File: config.mk
export PLATFORM = sky130hd
export DESIGN_NAME = serial_add_ctrl
export DESIGN_NICKNAME = d
export VERILOG_FILES = /design/src/rtl/serial_add_ctrl.sv
export SDC_FILE = /design/constraint.sdc
export NUM_CORES = 1
export LEC_CHECK = 0
export BUFFER_PORTS_ARGS = -buffer_cell sky130_fd_sc_hd__buf_2
export CAP_MARGIN = 30
export CORE_MARGIN = 3
export CORE_UTILIZATION = 40
export DETAILED_ROUTE_END_ITERATION = 10
export GPL_TIMING_DRIVEN = 0
export PLACE_DENSITY_LB_ADDON = 0.1
export RECOVER_POWER = 25
export SYNTH_ARGS = -nofsm -noshare
export SYNTH_HDL_FRONTEND = slang
export SYNTH_SLANG_ARGS = --single-unit
export TNS_END_PERCENT = 50
File: constraint.sdc
create_clock -name clk -period 1.5 [get_ports clk]
set_input_delay 0.15 -clock clk [delete_from_list [all_inputs] [get_ports clk]]
set_output_delay 0.15 -clock clk [all_outputs]
set_load 0.1 [all_outputs]
File: src/rtl/serial_add_ctrl.sv
// serial_add_ctrl
//   Bit-serial adder sequencer. It drives one external combinational 1-bit
//   full adder LSB first, keeps the carry in a register between bits, and
//   builds the WIDTH-bit sum. A single result {cout, sum} = op_a + op_b + cin
//   is produced every WIDTH+1 cycles.
//
// Ports
//   clk, rst_n          clock (rising edge), asynchronous active-low reset
//   start               request; sampled only in IDLE or DONE
//   op_a, op_b, cin     operands and initial carry, captured on accepted start
//   busy                high while bits are being shifted
//   done                one-cycle completion strobe
//   sum, cout           registered result; held until the next completion
//   fa_a, fa_b, fa_cin  to the full adder's A0, A1 and A2 pins
//   fa_s, fa_co         from the full adder's B0 (sum) and B1 (carry) pins

module serial_add_ctrl #(
    parameter int WIDTH = 8,
    parameter int CNT_W = 5
) (
    input  logic             clk,
    input  logic             rst_n,
    input  logic             start,
    input  logic [WIDTH-1:0] op_a,
    input  logic [WIDTH-1:0] op_b,
    input  logic             cin,
    output logic             busy,
    output logic             done,
    output logic [WIDTH-1:0] sum,
    output logic             cout,
    output logic             fa_a,
    output logic             fa_b,
    output logic             fa_cin,
    input  logic             fa_s,
    input  logic             fa_co
);

    typedef enum logic [1:0] {
        IDLE  = 2'd0,
        SHIFT = 2'd1,
        DONE  = 2'd2
    } state_t;

    localparam logic [CNT_W-1:0] LAST_BIT = CNT_W'(WIDTH - 1);

    state_t           state;
    logic [WIDTH-1:0] sa;
    logic [WIDTH-1:0] sb;
    logic [WIDTH-1:0] acc;
    logic [CNT_W-1:0] cnt;
    logic             carry;

    // The adder sees live bits only in SHIFT. Everywhere else it is held at
    // zero, so a reset clears these pins together with the state.
    always_comb begin
        // NOTE: every signal written here gets a default first, so no path
        // can leave one unassigned and infer a latch.
        fa_a   = 1'b0;
        fa_b   = 1'b0;
        fa_cin = 1'b0;
        if (state == SHIFT) begin
            fa_a   = sa[0];
            fa_b   = sb[0];
            fa_cin = carry;
        end
    end

    always_ff @(posedge clk or negedge rst_n) begin
        // NOTE: sequential state uses non-blocking assignments only. Every
        // register then samples its pre-edge value, so statement order inside
        // this block does not matter.
        if (!rst_n) begin
            state <= IDLE;
            sa    <= '0;
            sb    <= '0;
            acc   <= '0;
            cnt   <= '0;
            carry <= 1'b0;
            sum   <= '0;
            cout  <= 1'b0;
            busy  <= 1'b0;
            done  <= 1'b0;
        end else begin
            case (state)
                // DONE accepts start just like IDLE does. This is what gives
                // back-to-back operation.
                IDLE, DONE: begin
                    done <= 1'b0;
                    if (start) begin
                        sa    <= op_a;
                        sb    <= op_b;
                        carry <= cin;
                        cnt   <= '0;
                        acc   <= '0;
                        busy  <= 1'b1;
                        state <= SHIFT;
                    end else begin
                        busy  <= 1'b0;
                        state <= IDLE;
                    end
                end

                SHIFT: begin
                    // Sum bits enter at the MSB and move down. After WIDTH
                    // edges, bit 0 of the result sits at acc[0].
                    acc   <= {fa_s, acc[WIDTH-1:1]};
                    carry <= fa_co;
                    sa    <= sa >> 1;
                    sb    <= sb >> 1;
                    cnt   <= cnt + 1'b1;
                    if (cnt == LAST_BIT) begin
                        // Update the visible result only here, so it stays
                        // stable while a later operation is in progress.
                        sum   <= {fa_s, acc[WIDTH-1:1]};
                        cout  <= fa_co;
                        busy  <= 1'b0;
                        done  <= 1'b1;
                        state <= DONE;
                    end
                end

                default: begin
                    busy  <= 1'b0;
                    done  <= 1'b0;
                    state <= IDLE;
                end
            endcase
        end
    end

endmodule

-- After elaboration in Yosys (flattened, before gate mapping)
Index checks and enable logic that the tools add are counted.
- bits in registers: 43
- input port bits: 22
- output and inout port bits: 14
- logic and storage cells: 42
- add/subtract/negate cells: 1
- equal/unequal tests: 5
- muxes and demuxes: 21
- reduce and logical (&&, ||, !) cells: 5
- operator list (cell ; number):
    case mux 8 bit (2 select lines) ; 3
    two-way mux 8 bit ; 3
    case mux 5 bit (2 select lines) ; 1
    two-way mux 1 bit ; 9
    adder 5 x 1 -> 5 bit (second input constant) ; 1
    == test 5 x 3 -> 1 bit (second input constant) ; 1
    two-way mux 5 bit ; 1
    case mux 1 bit (2 select lines) ; 2
    case mux 2 bit (2 select lines) ; 1
    AND reduction 2 bit ; 2
    == test 2 x 1 -> 1 bit (second input constant) ; 1
    == test 2 bit (second input constant) ; 1
    zero test 2 bit ; 1
    two-way mux 2 bit ; 1
    != test 2 x 1 -> 1 bit (second input constant) ; 1
    != test 2 bit (second input constant) ; 1
    nonzero test 2 bit ; 1
    OR reduction 2 bit ; 1

-- Logic depth before layout (Yosys ltp)
Gate-level depths: netlist of the first run.
- depth in word-level cells: 4
- depth in mapped cells: 5
- gate-level depth less buffers: 4

-- Least setup slack after synthesis of the first run
OpenSTA, ideal clock, no wires.
- path type: flip-flop to output port
- start point: reg done (netlist name)
- end point: out fa_a
- arrival: 2229 ps
- required time: 1350 ps
- slack: -879 ps
- cell stages (with the launch flop): 5
- path buffers: 2
- cells stage by stage: dfrtp_1 and2b_4 buf_6 buf_2 and2_1
- RTL lines (element ; line ; text):
    end: declaration ; 31 ; output logic fa_a,

==> metrics.cfg, run 1 <==
[sta]
finalCritPeriodShare_pct=106.8
fin_skew_ns=0.005505
slew-limit-headroom_pct=67.22
tns_ns=-0.3013
min_period_ns=1.601
drv_slew=0
max_freq_mhz=624.5
worst_slew_pin_slew_ns=0.4917
rsz0062_at_grt=yes
hold_viol=0
setup_viol=3
setup_slack_ns=-0.1013

[clocking]
cts_buffer_depth=2
cts-root-buf=clkbuf_8
clk_pin_slew_ns=0.07
cts_buffers=5
clk_latency_ns=0.29
cts_tree=yes
htreeDepth=2
cts_sinks=41

[global_routing]
met3_usage_pct=3.977
grt_pass1_wl_um=6078
grt_overflow=0
grt_util_met2_pct=25.23
grt_pass1_vias=1275
grt_max_degree=42
antenna_found_initial=0
gr-usage-all-layers_pct=15.71
met1_usage_pct=19.28
grt_busiest_layer=met2

[worst_hold_path]
hold_path.class=input pin to flop

[die]
die_h_um=71.08
num_rows=23
io_pins=36
initial_core_util_pct=41.75
fp.coreArea_um2=4058
die_area_um2=5052
die_x_um=71.08

[placement]
hpwl_um=2353
port_buffers=35
dpl.cell_count=225
gp_congestion=0.7461
post-place-ws_ns=-0.2500

[route]
drt-total-wl_um=3620
drt_iter0_drc=45
ant_nets=0
num_vias=1257
firstDrtPassIters=4
drc=0
vias_per_cell=5.259
wire_per_inst_um=15.15

[synthesis]
ys_types=23
synth.net_count=163
syn_area_um2=1694
synth_top_area_cell=dfrtp_1
ys_ff_latch=41
ys_warn_count=0
synth_top_cell_area_share_pct=60.56
synthCells=140
yosys-top-cells-area=dfrtp_1 (61%), a22oi_1 (6.6%), mux2_2 (6.0%), a22o_1 (5.7%), nand3_1 (4.7%)
syn_avg_cell_area_um2=12.10
ys_seq_area_share_pct=60.56

[cells_and_area]
drive_gt1_share_pct=37.04
nets=211
final_util_pct=52.88
antenna_cells=0
area_delta_synth_final_pct=26.66
final.fill_count=368
final_cells=239

[critical_path]
critPathArrivalTime_ns=1.45
cp_max_fo=5
cp.required_ns=1.35
start_kind=flop
cp-end-kind=output pin
critPathKind=flop to output pin

[flow_run]
max_cap_viol_count=0

[status]
outcome=finished with violations
violations=negative setup slack

-- cells by family after synthesis --
group                    count (synthesis)  synth area share [%]
buffers and inverters                   11                 3.324
AND/OR/NAND/NOR                         46                 14.25
multiplexers                            12                 7.755
adder cells (fa/ha/maj)                  1                0.7384
AO/OA/AOI/OAI                           29                 13.37
flip-flops                              41                 60.56
-- routing by layer --
metal | vias to the layer above | wire, um
met5 | - | 0
met3 | 5 | 162
met4 | 0 | 50
li1 | 601 | -
met2 | 29 | 1785
met1 | 622 | 1622
-- what timing repair did --
item / 4_1_cts / 5_1_grt
hold buffers: 0 / 1
hold endpoints to repair: 0 / 41
cloned: 1 / 0
resized for setup: 15 / 2
buffers inserted: 4 / 0
pin swaps: 1 / 0
endpoints found under the setup margin: 12 / 12
-- path summary, 6_finish.rpt --
| kind | startpoint | end | slack (ns) | cells past startpoint |
|---|---|---|---|---|
| hold / removal | op_a[1] | sa[1] | 0.08 | 3 |
| min in group asynchronous | rst_n | sa[1] | 0.26 | 2 |
| max in group asynchronous | rst_n | done | 0.36 | 3 |
| setup / recovery | done | fa_a | -0.10 | 4 |
| setup reg to reg | done | sb[2] | 0.09 | 5 |
| hold reg to reg | cnt[4] | cnt[4] | 0.48 | 1 |
-- area by class of cell --
class                   instances  area (um^2)  area share [%]
repair buffers                 41        266.5           12.42
multi-input cells              89        636.9           29.68
clock buffers                   8        90.09           4.198
inverters                       2        7.507          0.3499
flip-flops and latches         41         1030           47.99
well taps                      50        62.56           2.915
plain buffers                   8        52.55           2.449
-- cell usage in the layout, fill, tap and decap left out --
master / synthesis / routed
dfrtp_1: 41 / 40
buf_2: 6 / 36
nand2_1: 17 / 17
nand3_1: 16 / 16
a22oi_1: 15 / 15
a22o_1: 11 / 11
mux2_2: 9 / 9
clkbuf_8: 0 / 6
clkbuf_1: 2 / 5
buf_12: 0 / 4
buf_4: 0 / 4
and2_4: 0 / 3
mux2i_1: 3 / 3
nand2b_1: 2 / 2
o21ai_0: 2 / 2
nand2_4: 1 / 2
nand4_1: 2 / 2
inv_1: 2 / 2
and2b_4: 1 / 1
nor2b_1: 1 / 1
and2b_1: 1 / 1
nor2_2: 1 / 1
and4bb_4: 0 / 1
o31ai_1: 1 / 1
ha_2: 0 / 1
dfrtp_4: 0 / 1
dlygate4sd3_1: 0 / 1
clkbuf_4: 0 / 1
-- cells in the mapped netlist --
| master | number |
|---|---|
| dfrtp_1 | 41 |
| o21ai_0 | 2 |
| a22o_1 | 11 |
| inv_1 | 2 |
| nor2_2 | 1 |
| and2_1 | 3 |
| and2b_1 | 1 |
| a22oi_1 | 15 |
| nand2b_1 | 2 |
| mux2_2 | 9 |
| buf_2 | 6 |
| nand2_4 | 1 |
| buf_6 | 1 |
| nand4_1 | 2 |
| nand2_1 | 17 |
| and4bb_2 | 1 |
| nand3_1 | 16 |
| nor2b_1 | 1 |
| ha_1 | 1 |
| o31ai_1 | 1 |
| clkbuf_1 | 2 |
| mux2i_1 | 3 |
| and2b_4 | 1 |
-- sequential cells by signal (all words and copies together) (netlist names) --
name	flops
done	1
carry	1
cnt	5
sa	8
acc	7
busy	1
state	1
cout	1
sb	8
sum	8
-- critical path: stages, from the launching register on --
cell and delay (ns):
dfrtp_4 0.47, and2b_4 0.27, buf_12 0.11, and2_4 0.14, buf_12 0.16
-- stage by stage --
step	hold slack, ns	area, um^2
after global placement	0.3303	1949
after floorplan	-0.1456	1712
after global routing	0.07629	2146
after CTS	0.01726	2121
after detailed placement	0.3340	1949
final	0.07593	2146
Power of run 1 is left out: the tool's default activity adds up to more than one toggle a clock period on the data nets, which glitch-free logic cannot reach.
==> run 2, diff against run 1 <==
Settings changed: CORE_MARGIN 3 to unset, RECOVER_POWER 25 to unset.
==> metrics.cfg, run 2 (same netlist as run 1, synthesis figures left out) <==
[status]
outcome=finished with violations
violations=negative hold slack, negative setup slack

[placement]
post-place-ws_ns=-0.2532  ; -0.003223 ns
port_buffers=35  ; unchanged
hpwl_um=2291  ; -2.7%
dpl.cell_count=225  ; unchanged
gp_congestion=0.7537  ; +1.0%

[route]
firstDrtPassIters=4  ; unchanged
wl_met1_um=1662  ; +2.5%
drt-total-wl_um=3594  ; -0.72%
drt_iter0_drc=73  ; +62%
drc=0  ; unchanged
num_vias=1259  ; +0.16%
vias_per_cell=5.312  ; +1.0%
wire_per_inst_um=15.16  ; +0.12%
ant_nets=0  ; unchanged
topRoutingLayerUsed=met4
wl_met2_um=1734  ; -2.9%
wl_met3_um=182  ; +12%

[cells_and_area]
final_cells=237  ; -0.84%
top_regs=sa (8), sb (8), sum (8)
nets=209  ; -0.95%
area_delta_synth_final_pct=26.37
drive_gt1_share_pct=38.50  ; +1.5 points
layout_commonest_cell=dfrtp_1
final_cell_mix=dfrtp_1 (40), buf_2 (37), nand2_1 (17)
antenna_cells=0  ; unchanged

[critical_path]
cp.required_ns=1.35  ; about the same
crit_path_frequent_cell=buf_12
slowest_delay_ns=0.47  ; about the same
cp_cell_sequence=and2b_4 -> buf_12 -> and2_4 -> buf_12
cp-end-kind=output pin
start_kind=flop
critPathArrivalTime_ns=1.45  ; about the same
crit_buf_inv=2  ; unchanged
cp_max_fo=7  ; +2
cp_top_family=flip-flops
critPathSlowestCell=dfrtp_4
critPathKind=flop to output pin
r2r_slack_ns=0.08  ; about the same

[die]
die_h_um=67.08  ; -5.6%
fp.coreArea_um2=4029  ; -0.71%
die_x_um=67.08  ; -5.6%
io_pins=36  ; unchanged
initial_core_util_pct=42.05  ; +0.30 points
num_rows=23  ; unchanged
die_area_um2=4500  ; -11%

[sta]
rsz0062_at_grt=yes
slew-limit-headroom_pct=39.94  ; -27 points
finalCritPeriodShare_pct=106.7  ; about the same
min_period_ns=1.600  ; -0.001170 ns
setup_slack_ns=-0.1001  ; +0.001170 ns
hold_viol=14  ; +14
drv_slew=0  ; unchanged
fin_skew_ns=0.005569  ; +0.00006372 ns
setup_viol=3  ; unchanged
worst_slew_pin_slew_ns=0.9009  ; +0.4092 ns
whs_ns=-0.01233  ; -0.08826 ns
max_freq_mhz=625.0  ; about the same

[global_routing]
grt_max_degree=42  ; unchanged
grt_pass1_wl_um=5699  ; -6.2%
grt_pass1_vias=1204  ; -5.6%
grt_overflow=0  ; unchanged
antenna_found_initial=0  ; unchanged
gr-usage-all-layers_pct=17.47  ; +1.8 points

[clocking]
htreeDepth=2  ; unchanged
cts_buffers=5  ; unchanged
cts-root-buf=clkbuf_8
clk_pin_slew_ns=0.07  ; about the same
cts_sinks=41  ; unchanged
ctsHoldBuffers=0  ; unchanged
clk_latency_ns=0.28  ; about the same
cts_tree=yes
cts_buffer_depth=2  ; unchanged

[flow_run]
max_cap_viol_count=0  ; unchanged

[worst_hold_path]
hold_path.class=input pin to async pin

[run 2: what timing repair did]
item | CTS | global route
setup endpoints to repair | 12 | 12
gates resized for setup | 16 | 1
pin swaps | 1 | 0
setup buffers | 4 | 0
gates cloned | 1 | 0
[run 2: area by class of cell]
cell class / count / area (um^2)
multi-input cells: 89 / 636.9
well taps: 50 / 62.56
plain buffers: 8 / 52.55
flip-flops and latches: 41 / 1030
fillers: 368 / 1888
clock buffers: 7 / 96.34
repair buffers: 39 / 250.2
clock inverters: 1 / 5.005
inverters: 2 / 7.507
[run 2: routing by layer]
layer	GRT usage [%]	up-vias
met2	28.25	34
li1	-	597
met4	5.585	0
met5	0	-
met1	22.51	626
met3	4.623	2
[run 2: worst register-to-register path, delay by kind of cell (launching register included)]
kind	cells	cell delay, ns
compound gates	1	0.12
buf+inv	2	0.41
flops	1	0.47
simple gates	2	0.35
[run 2: worst paths after layout]
| kind | endpoint | from | depth (start not counted) |
|---|---|---|---|
| max reg2reg | sb[3] | done | 5 |
| min in group clk | sa[6] | op_a[6] | 3 |
| min reg2reg | cnt[4] | cnt[4] | 1 |
| max | fa_a | done | 4 |
| max in group asynchronous | done | rst_n | 1 |
| min | sb[0] | rst_n | 1 |
[run 2: metrics by stage]
stage	cell area, um^2	TNS (ns)	hold slack [ns]	util, %
floorplan	1712	-0.4791	-0.1456	-
global placement	1949	-1.105	0.3225	48.39
CTS	2137	-0.3439	0.02423	53.04
finish	2141	-0.2914	-0.01233	53.14
global route	2141	-0.4275	0.07560	53.14
detailed placement	1949	-1.211	0.3379	48.39
Power of run 2 is left out for the same reason.
